[src/rtl/ssd1306_spi_if.sv]
// CPU store-path bundle for the ssd1306_spi panel driver.
// master = CPU/bus side, slave = panel driver side.
interface ssd1306_spi_if;
   logic [31:0] data_in;
   logic        valid_comm;
   logic        valid_data;
   logic [31:0] data_address;
   logic [3:0]  Wmask;
   logic        busy;
   logic        done;

   modport master (
      output data_in, valid_comm, valid_data, data_address, Wmask,
      input  busy, done
   );

   modport slave (
      input  data_in, valid_comm, valid_data, data_address, Wmask,
      output busy, done
   );
endinterface

[src/rtl/ssd1306_spi.sv]
// Write-only SPI master (mode 0, MSB first) for an SSD1306 128x64 OLED.
// Serialises the byte-masked CPU store onto sck/sda with the matching d_c
// level, and sequences the panel hardware reset after system reset.
// Optional feature macro: OLED_INIT_EN -- when defined, the block sends the
// panel power-on command sequence on its own before entering IDLE.
//
// state      | meaning
// -----------+---------------------------------------------------------
// RESET_LOW  | res held low for RES_CYCLES cycles
// RESET_WAIT | res high, RES_CYCLES settle time before first access
// IDLE       | busy=0, waiting for a command or data store
// SHIFT      | ss_ low, shifting the latched bytes out
// INIT       | (OLED_INIT_EN only) shifting the built-in init sequence
module ssd1306_spi #(
   parameter int CLK_DIV    = 2,
   parameter int RES_CYCLES = 120
) (
   input  logic         clk,
   input  logic         rst,
   ssd1306_spi_if.slave bus,
   output logic         ss_,
   output logic         sck,
   output logic         sda,
   output logic         res,
   output logic         d_c
);

   localparam int DIV_W = (CLK_DIV > 1) ? $clog2(CLK_DIV) : 1;
   localparam int RES_W = (RES_CYCLES > 1) ? $clog2(RES_CYCLES) : 1;
   localparam logic [DIV_W-1:0] DIV_LOAD = DIV_W'(CLK_DIV - 1);
   localparam logic [RES_W-1:0] RES_LOAD = RES_W'(RES_CYCLES - 1);

`ifdef OLED_INIT_EN
   // display off, charge pump on, horizontal addressing, remap, display on
   localparam logic [63:0] INIT_SEQ = 64'hAE8D_1420_00A1_C8AF;

   typedef enum logic [2:0] {
      RESET_LOW, RESET_WAIT, IDLE, SHIFT, INIT
   } state_t;
`else
   typedef enum logic [2:0] {
      RESET_LOW, RESET_WAIT, IDLE, SHIFT
   } state_t;
`endif

   state_t           state_q, state_d;
   logic [RES_W-1:0] res_cnt_q, res_cnt_d;
   logic [DIV_W-1:0] div_cnt_q, div_cnt_d;
   logic             sck_q, sck_d;
   logic [6:0]       bits_q, bits_d;
   logic [63:0]      shift_q, shift_d;
   logic             dc_q, dc_d;
   logic             done_q, done_d;

   logic             cmd_accept;
   logic             data_accept;
   logic             shifting;
   logic [31:0]      pack_bytes;
   logic [2:0]       pack_n;

   // The bus address is already decoded into the two strobes.
   logic unused_addr;
   assign unused_addr = ^bus.data_address;

   // Compact the enabled bytes, lowest byte lane first, into the top of a word.
   always_comb begin
      pack_bytes = '0;
      pack_n     = '0;
      for (int i = 3; i >= 0; i--) begin
         if (bus.Wmask[i]) begin
            pack_bytes = {bus.data_in[8*i +: 8], pack_bytes[31:8]};
            pack_n     = pack_n + 3'd1;
         end
      end
   end

   // valid_comm wins outright: a command store with byte 0 disabled is not
   // reinterpreted as a data store even if valid_data is also high.
   assign cmd_accept  = bus.valid_comm && bus.Wmask[0];
   assign data_accept = !bus.valid_comm && bus.valid_data && (bus.Wmask != 4'b0000);

`ifdef OLED_INIT_EN
   assign shifting = (state_q == SHIFT) || (state_q == INIT);
`else
   assign shifting = (state_q == SHIFT);
`endif

   // Next-state, counter and shift-register update.
   always_comb begin
      state_d   = state_q;
      res_cnt_d = res_cnt_q;
      div_cnt_d = div_cnt_q;
      sck_d     = sck_q;
      bits_d    = bits_q;
      shift_d   = shift_q;
      dc_d      = dc_q;
      done_d    = 1'b0;

      case (state_q)
         RESET_LOW: begin
            if (res_cnt_q == '0) begin
               state_d   = RESET_WAIT;
               res_cnt_d = RES_LOAD;
            end else begin
               res_cnt_d = res_cnt_q - 1'b1;
            end
         end
         RESET_WAIT: begin
            if (res_cnt_q == '0) begin
`ifdef OLED_INIT_EN
               state_d   = INIT;
               shift_d   = INIT_SEQ;
               bits_d    = 7'd64;
               dc_d      = 1'b0;
               div_cnt_d = DIV_LOAD;
               sck_d     = 1'b0;
`else
               state_d   = IDLE;
`endif
            end else begin
               res_cnt_d = res_cnt_q - 1'b1;
            end
         end
         IDLE: begin
            if (cmd_accept) begin
               state_d   = SHIFT;
               shift_d   = {bus.data_in[7:0], 56'd0};
               bits_d    = 7'd8;
               dc_d      = 1'b0;
               div_cnt_d = DIV_LOAD;
               sck_d     = 1'b0;
            end else if (data_accept) begin
               state_d   = SHIFT;
               shift_d   = {pack_bytes, 32'd0};
               bits_d    = {1'b0, pack_n, 3'b000};
               dc_d      = 1'b1;
               div_cnt_d = DIV_LOAD;
               sck_d     = 1'b0;
            end
         end
         default: ;
      endcase

      // Each bit: CLK_DIV cycles low, then CLK_DIV cycles high; sda advances
      // only at the high-to-low transition so it is stable across the rise.
      if (shifting) begin
         if (div_cnt_q != '0) begin
            div_cnt_d = div_cnt_q - 1'b1;
         end else begin
            div_cnt_d = DIV_LOAD;
            if (!sck_q) begin
               sck_d = 1'b1;
            end else begin
               sck_d = 1'b0;
               if (bits_q == 7'd1) begin
                  state_d = IDLE;
                  done_d  = 1'b1;
               end else begin
                  bits_d  = bits_q - 7'd1;
                  shift_d = {shift_q[62:0], 1'b0};
               end
            end
         end
      end
   end

   // State register; reset aborts any transfer and restarts the panel reset.
   always_ff @(posedge clk) begin
      if (rst) begin
         state_q   <= RESET_LOW;
         res_cnt_q <= RES_LOAD;
         div_cnt_q <= '0;
         sck_q     <= 1'b0;
         bits_q    <= '0;
         shift_q   <= '0;
         dc_q      <= 1'b0;
         done_q    <= 1'b0;
      end else begin
         state_q   <= state_d;
         res_cnt_q <= res_cnt_d;
         div_cnt_q <= div_cnt_d;
         sck_q     <= sck_d;
         bits_q    <= bits_d;
         shift_q   <= shift_d;
         dc_q      <= dc_d;
         done_q    <= done_d;
      end
   end

   assign ss_      = !shifting;
   assign sck      = sck_q;
   assign sda      = shifting & shift_q[63];
   assign res      = (state_q != RESET_LOW);
   assign d_c      = dc_q;
   assign bus.busy = (state_q != IDLE);
   assign bus.done = done_q;

endmodule

[src/flat_wrapper.sv]
// flat-port wrapper written by rule: the top's interface ports become plain ports
module ssd1306_spi_flat 
#(
   parameter int CLK_DIV    = 2,
   parameter int RES_CYCLES = 120
)
  (clk, rst, ss_, sck, sda, res, d_c, bus_data_in, bus_valid_comm, bus_valid_data, bus_data_address, bus_Wmask, bus_busy, bus_done);
  ssd1306_spi_if bus_i ();
  input  logic clk;
  input  logic rst;
  output logic ss_;
  output logic sck;
  output logic sda;
  output logic res;
  output logic d_c;
  input wire logic [$bits(bus_i.data_in)-1:0] bus_data_in;
  input wire logic [$bits(bus_i.valid_comm)-1:0] bus_valid_comm;
  input wire logic [$bits(bus_i.valid_data)-1:0] bus_valid_data;
  input wire logic [$bits(bus_i.data_address)-1:0] bus_data_address;
  input wire logic [$bits(bus_i.Wmask)-1:0] bus_Wmask;
  output wire logic [$bits(bus_i.busy)-1:0] bus_busy;
  output wire logic [$bits(bus_i.done)-1:0] bus_done;
  assign bus_i.data_in = bus_data_in;
  assign bus_i.valid_comm = bus_valid_comm;
  assign bus_i.valid_data = bus_valid_data;
  assign bus_i.data_address = bus_data_address;
  assign bus_i.Wmask = bus_Wmask;
  assign bus_busy = bus_i.busy;
  assign bus_done = bus_i.done;
  ssd1306_spi #(.CLK_DIV(CLK_DIV), .RES_CYCLES(RES_CYCLES)) u_core (.clk(clk), .rst(rst), .bus(bus_i), .ss_(ss_), .sck(sck), .sda(sda), .res(res), .d_c(d_c));
endmodule
[config.mk]
export PLATFORM = sky130hd
export DESIGN_NAME = ssd1306_spi_flat
export DESIGN_NICKNAME = d
export VERILOG_FILES = /design/src/rtl/ssd1306_spi_if.sv /design/src/rtl/ssd1306_spi.sv /design/src/flat_wrapper.sv
export SDC_FILE = /design/constraint.sdc
export NUM_CORES = 1
export LEC_CHECK = 0
export ABC_AREA = 1
export BUFFER_PORTS_ARGS = -buffer_cell sky130_fd_sc_hd__buf_2
export CAP_MARGIN = 20
export CORE_ASPECT_RATIO = 0.75
export CORE_MARGIN = 1.5
export CORE_UTILIZATION = 30
export CTS_CLUSTER_DIAMETER = 150
export DETAILED_ROUTE_END_ITERATION = 10
export GPL_TIMING_DRIVEN = 0
export PLACE_DENSITY = 0.62
export SLEW_MARGIN = 5
export SYNTH_ARGS = -nofsm -noshare
export SYNTH_HDL_FRONTEND = slang
export SYNTH_SLANG_ARGS = --single-unit
[constraint.sdc]
create_clock -name clk -period 2.2 [get_ports clk]
set_clock_uncertainty 0.2 [all_clocks]
set_input_delay 0.11 -clock clk [delete_from_list [all_inputs] [get_ports clk]]
set_output_delay 0.11 -clock clk [all_outputs]
set_load 0.02 [all_outputs]
======== Word-level counts from Yosys, hierarchy flattened ========
Index checks and enable logic that the tools add are counted.
word-level totals
  logic and storage cells ................. 87
  output and inout bits ................... 7
  flip-flop bits (word level) ............. 85
operators by class
  add/subtract/negate cells ............... 6
  reductions and logical operators ........ 17
  equality and inequality tests ........... 6
  bitwise logic cells ..................... 3
  muxes and demuxes ....................... 47
operator list
  operator                                                count
  2-to-1 mux 64 bit                                       7
  2-to-1 mux 32 bit                                       4
  2-to-1 mux 7 bit                                        9
  2-to-1 mux 3 bit                                        11
  2-to-1 mux 1 bit                                        14
  case mux 7 bit (2 select lines)                         1
  subtractor 7 x 1 -> 7 bit (second input constant)       2
  case mux 3 bit (3 select lines)                         1
  equality test 7 x 1 -> 1 bit (second input constant)    1
  logical NOT 7 bit                                       1
  adder 3 x 1 -> 3 bit (second input constant)            2
  equality test 3 x 2 -> 1 bit (second input constant)    2
  AND reduction 2 bit                                     3
  nonzero test 2 bit                                      3
  nonzero test 3 bit                                      2
  nonzero test 4 bit                                      1
  OR reduction 4 bit                                      1
  equality test 3 x 1 -> 1 bit (second input constant)    1
  logical AND 1 bit                                       3
  logical NOT 3 bit                                       1
  inequality test 3 x 2 -> 1 bit (second input constant)  1
  adder 1 x 1 -> 2 bit (second input constant)            1
  logical NOT 1 bit                                       2
  inequality test 2 bit (second input constant)           1
  3 further kinds                                         4

======== Longest topological paths before layout ========
  depth in word-level cells ............... 14
  mapped depth ............................ 14

======== Worst setup path before layout ========
OpenSTA, ideal clock, no wires.
  path type ............................... in2reg
  start point ............................. input bus_Wmask[2]
  end point ............................... register u_core.bits_q[4]
  slack ................................... 113 ps
  data required time ...................... 1880 ps
  setup time .............................. 120 ps
  arrival ................................. 1767 ps
  cell stages on the path ................. 11
  buffers on the path ..................... 1
  path through ............................ buf_2 -> clkinv_1 -> ha_1 -> or2_2 -> nand2_1 -> inv_1 -> ha_1 -> nand2_1 -> nand2_1 -> a21oi_1 -> a21oi_1
between the ends
  longest elaborated chain between the ends .. 12
ends and longest elaborated chain
  what                  line                RTL
  start, declared       flat_wrapper.sv:20  input wire logic [$bits(bus_i.Wmask)-1:0] bus_Wmask;
  2-to-1 mux 3 bit      ssd1306_spi.sv:70   if (bus.Wmask[i]) begin
  adder 3 x 1 -> 3 bit  ssd1306_spi.sv:72   pack_n = pack_n + 3'd1;
  2-to-1 mux 3 bit      ssd1306_spi.sv:70
  adder 3 x 1 -> 3 bit  ssd1306_spi.sv:72
  2-to-1 mux 3 bit      ssd1306_spi.sv:70
  2-to-1 mux 7 bit (*)  ssd1306_spi.sv:132  end else if (data_accept) begin
  2-to-1 mux 7 bit (*)  ssd1306_spi.sv:125  if (cmd_accept) begin
  2-to-1 mux 7 bit (*)  ssd1306_spi.sv:99   case (state_q)
  2-to-1 mux 7 bit      ssd1306_spi.sv:155  if (bits_q == 7'd1) begin
  2-to-1 mux 7 bit      ssd1306_spi.sv:151  if (!sck_q) begin
  2-to-1 mux 7 bit      ssd1306_spi.sv:147  if (div_cnt_q != '0) begin
  2-to-1 mux 7 bit (*)  ssd1306_spi.sv:146  if (shifting) begin
  end signal, assigned  ssd1306_spi.sv:183  bits_q <= bits_d;
  end, declared         ssd1306_spi.sv:50   logic [6:0] bits_q, bits_d;
Every way passes the cells marked *; elsewhere a longest branch is shown, timed or not.
A chain may end at the register's enable or synchronous reset.

======== Worst setup path in the final report ========
  start point ............................. input bus_Wmask[2]
  end point ............................... register u_core.bits_q[5]
Same word-level chain as after synthesis.

==> parameters.txt <==
Parameter                              Value

Detailed routing
  Residual DRC    0
  Length of the first detailed-routing pass in iterations    5
  Number of vias per cell    4.846
  1st-iter DRT viols    309
  WL/cell    13.22 um
  ANT nets after route    0
  Total number of vias    4928
  Routed WL    13.45 mm

Worst setup path
  Total buffers and inverters traversed by the critical path    5
  Top cell by count, worst path    sky130_fd_sc_hd__nand2_1
  Critical path capture point type    register
  WP data required    2.29 ns
  Critical-path maximum fanout    10
  Worst endpoint data arrival time    2.13 ns
  Critical path startpoint category    input port
  Delay of the slowest cell on the worst path    0.34 ns
  Slowest CP cell    sky130_fd_sc_hd__ha_1
  Cells along the critical path    buf_2 -> buf_2 -> clkinvlp_4 -> ha_1 -> or2_2 -> nand2_1 -> inv_1 -> ha_1 -> nand2_1 -> xor2_1 -> nand2_1 -> nand3_1 -> nand2_1 -> inv_1
  Cell family contributing the most delay on the critical path    simple AND/OR/NAND/NOR gates
  Worst Path Class, Setup    input port to register

Global route
  Final global-route overflow total    0
  First-pass GRT wire length    22.41 mm
  Pin count of the biggest net entering global routing    20
  Combined global-route utilization of all metal layers    16.78%
  Vias in the first global route    4546
  Antenna violations before repair    0

Power and ir drop
  Max VDD drop    0.0003479 V
  Leakage Power    0.002302 uW
  Cell area power density    608.0 nW/um2

STA
  Part of the cycle the worst path needs    92.67%
  Setup violations, final    0
  Setup repair after global routing missed its margin    no
  Worst Hold Margin    0.06920 ns
  Highest clock rate    0.4905 GHz
  Final count of hold timing violations    0
  Max-Slew Margin vs Limit    60.74%
  Time the worst path needs with I/O delays and setup    2.039 ns
  Actual slew at the worst max-slew pin    0.5890 ns
  Fin. max-slew vios    0

Die
  Die height    111.8 um
  Core ar.    15320 um2
  Floorplan row count    39
  Die Area    16550 um2
  Starting Density    30.89%
  Die W    148.0 um
  Number of I/O pins    79

Clock tree
  Clock-pin transition on the worst setup and hold timing paths    0.07 ns
  Source-to-sink clock delay at the later pin of the worst-skew pair    0.34 ns
  Total CTS buffers    9
  Clk sinks    85
  TritonCTS clock tree    built
  Root Buffer    sky130_fd_sc_hd__clkbuf_16
  Clock H-tree levels    3
  Number of buffers on the longest clock path    2

Cells and area
  Inserted Diodes    0
  Final Util    36.80%
  Final instance area    5639 um2
  Area delta synth->final    19.14%
  Fraction of layout cells with a size suffix above 1    13.92%
  Net count, final    886

Min path
  Worst hold path class    input port to register

Yosys
  Count of state elements after synthesis    85
  Nets in the synthesized netlist    819
  Number of distinct standard cells referenced by the synthesized netlist    32
  Mean instance size in the synthesized netlist    6.396 um2
  Gate count of the mapped netlist    740
  Post-Syn Area    4733 um2
  Sequential fraction of the synthesis area    35.95%
  Synthesis Warnings    0

Place
  HPWL Detailed    9.777 mm
  Dpl cell area    5215 um2
  Final Wtd Congestion    0.9073
  I/O Buffers    45

Job
  Number of max-capacitance violations reported    0

Status
  Outcome    complete, no violations
## synthesized netlist by cell type, drive strengths merged
| cell type | count | share of area, % |
|---|---|---|
| nand3 | 86 | 9.4 |
| o211ai | 3 | 0.48 |
| clkinv | 1 | 0.079 |
| or2 | 10 | 1.3 |
| buf | 26 | 3.5 |
| nand3b | 2 | 0.32 |
| nand4 | 5 | 0.66 |
| a21oi | 103 | 11 |
| nand2 | 206 | 16 |
| xnor2 | 1 | 0.19 |
| nor2 | 89 | 7.5 |
| ha | 7 | 1.9 |
| nor3 | 4 | 0.66 |
| inv | 40 | 3.2 |
| xor2 | 1 | 0.19 |
| dfxtp | 85 | 36 |
| o21ai | 53 | 5.7 |
| clkbuf | 18 | 1.5 |
## cells in the final DEF (no fill, tap or decap), types with 7 or more instances in the layout
cell type and instances:
sky130_fd_sc_hd__clkbuf_1 16, sky130_fd_sc_hd__ha_1 7, sky130_fd_sc_hd__or2_2 9, sky130_fd_sc_hd__nand3_1 85, sky130_fd_sc_hd__inv_1 35, sky130_fd_sc_hd__buf_4 7
sky130_fd_sc_hd__buf_2 58, sky130_fd_sc_hd__nor2_1 85, sky130_fd_sc_hd__a21oi_1 102, sky130_fd_sc_hd__o21ai_0 52, sky130_fd_sc_hd__clkbuf_16 9, sky130_fd_sc_hd__dfxtp_1 85
sky130_fd_sc_hd__nand2_1 204, sky130_fd_sc_hd__dlygate4sd3_1 9
## worst reg2reg max path, cell delays in order, from the launching register on
cell and delay (ns):
sky130_fd_sc_hd__dfxtp_1 0.41, sky130_fd_sc_hd__inv_1 0.12, sky130_fd_sc_hd__nor3_4 0.19, sky130_fd_sc_hd__inv_2 0.16, sky130_fd_sc_hd__a21oi_4 0.28, sky130_fd_sc_hd__nor2_4 0.11, sky130_fd_sc_hd__buf_2 0.20, sky130_fd_sc_hd__nand3_1 0.08
sky130_fd_sc_hd__o21ai_0 0.09
## state kept, by name, summed over array words and instances, names as in the netlist
signal / count
u_core.div_cnt_q: 1
u_core.shift_q: 64
u_core.bus.done: 1
u_core.bits_q: 7
u_core.d_c: 1
u_core.sck: 1
u_core.res_cnt_q: 7
u_core.state_q: 3
## path summary, 6_finish.rpt
kind / cells after the start / slack [ns] / startpoint / endpoint
min reg2reg: 2 / 0.26 / u_core.shift_q[30] / u_core.shift_q[31]
min: 6 / 0.07 / bus_data_in[13] / u_core.shift_q[61]
max reg2reg: 8 / 0.24 / u_core.state_q[1] / u_core.shift_q[1]
max: 14 / 0.16 / bus_Wmask[2] / u_core.bits_q[5]
## area by class of cell
class	count	area, um2
fill	1671	9683
multi-input combinational	570	2639
sequential	85	1702
timing repair buffer	56	330.3
tap	205	256.5
buffer	44	240.2
clock buffer	9	225.2
inverter	41	160.2
clock inverter	7	86.33
## metrics by stage
stage / total power, uW / cells / TNS, ns / setup slack, ns
after floorplan: 1776 / 740 / 0 / 0.1134
after global placement: 1890 / 990 / -3.932 / -0.3211
after detailed placement: 1888 / 990 / -3.102 / -0.2939
after CTS: 3458 / 1015 / 0 / 0.03164
after global routing: 3565 / 1017 / 0 / 0.001836
final: 3429 / 1017 / 0 / 0.1613
## kinds of logic after synthesis
family                     share of synthesized area, %
adders and majority gates                         1.850
AOI/OAI and AO/OA                                 17.29
DFF                                               35.95
buffers and inverters                             8.300
xor gates and xnor gates                         0.3701
and+or+nand+nor                                   36.24
## per-layer routing
layer	up-vias	track usage [%]	part of all wire, %
met1	2210	24.75	51
met5	-	0	0
li1	2561	-	-
met2	145	24.36	40
met4	0	3.366	0.97
met3	12	4.467	7.7
## what timing repair did
item / in CTS / in global routing
hold endpoints to repair: 12 / 0
resized for setup: 0 / 5
hold buffers: 9 / 0
buffers inserted: 0 / 2
endpoints found under the setup margin: 0 / 9
## power breakdown
group	leakage, uW	switching, uW	total, uW	internal [uW]
sequential	0.000685	3.26	1550	1540
combinational	0.00147	213	331	118
clock	0.000151	737	1550	815
total	0.00230	953	3430	2480
No activity file was read; power rests on OpenSTA's default activity.
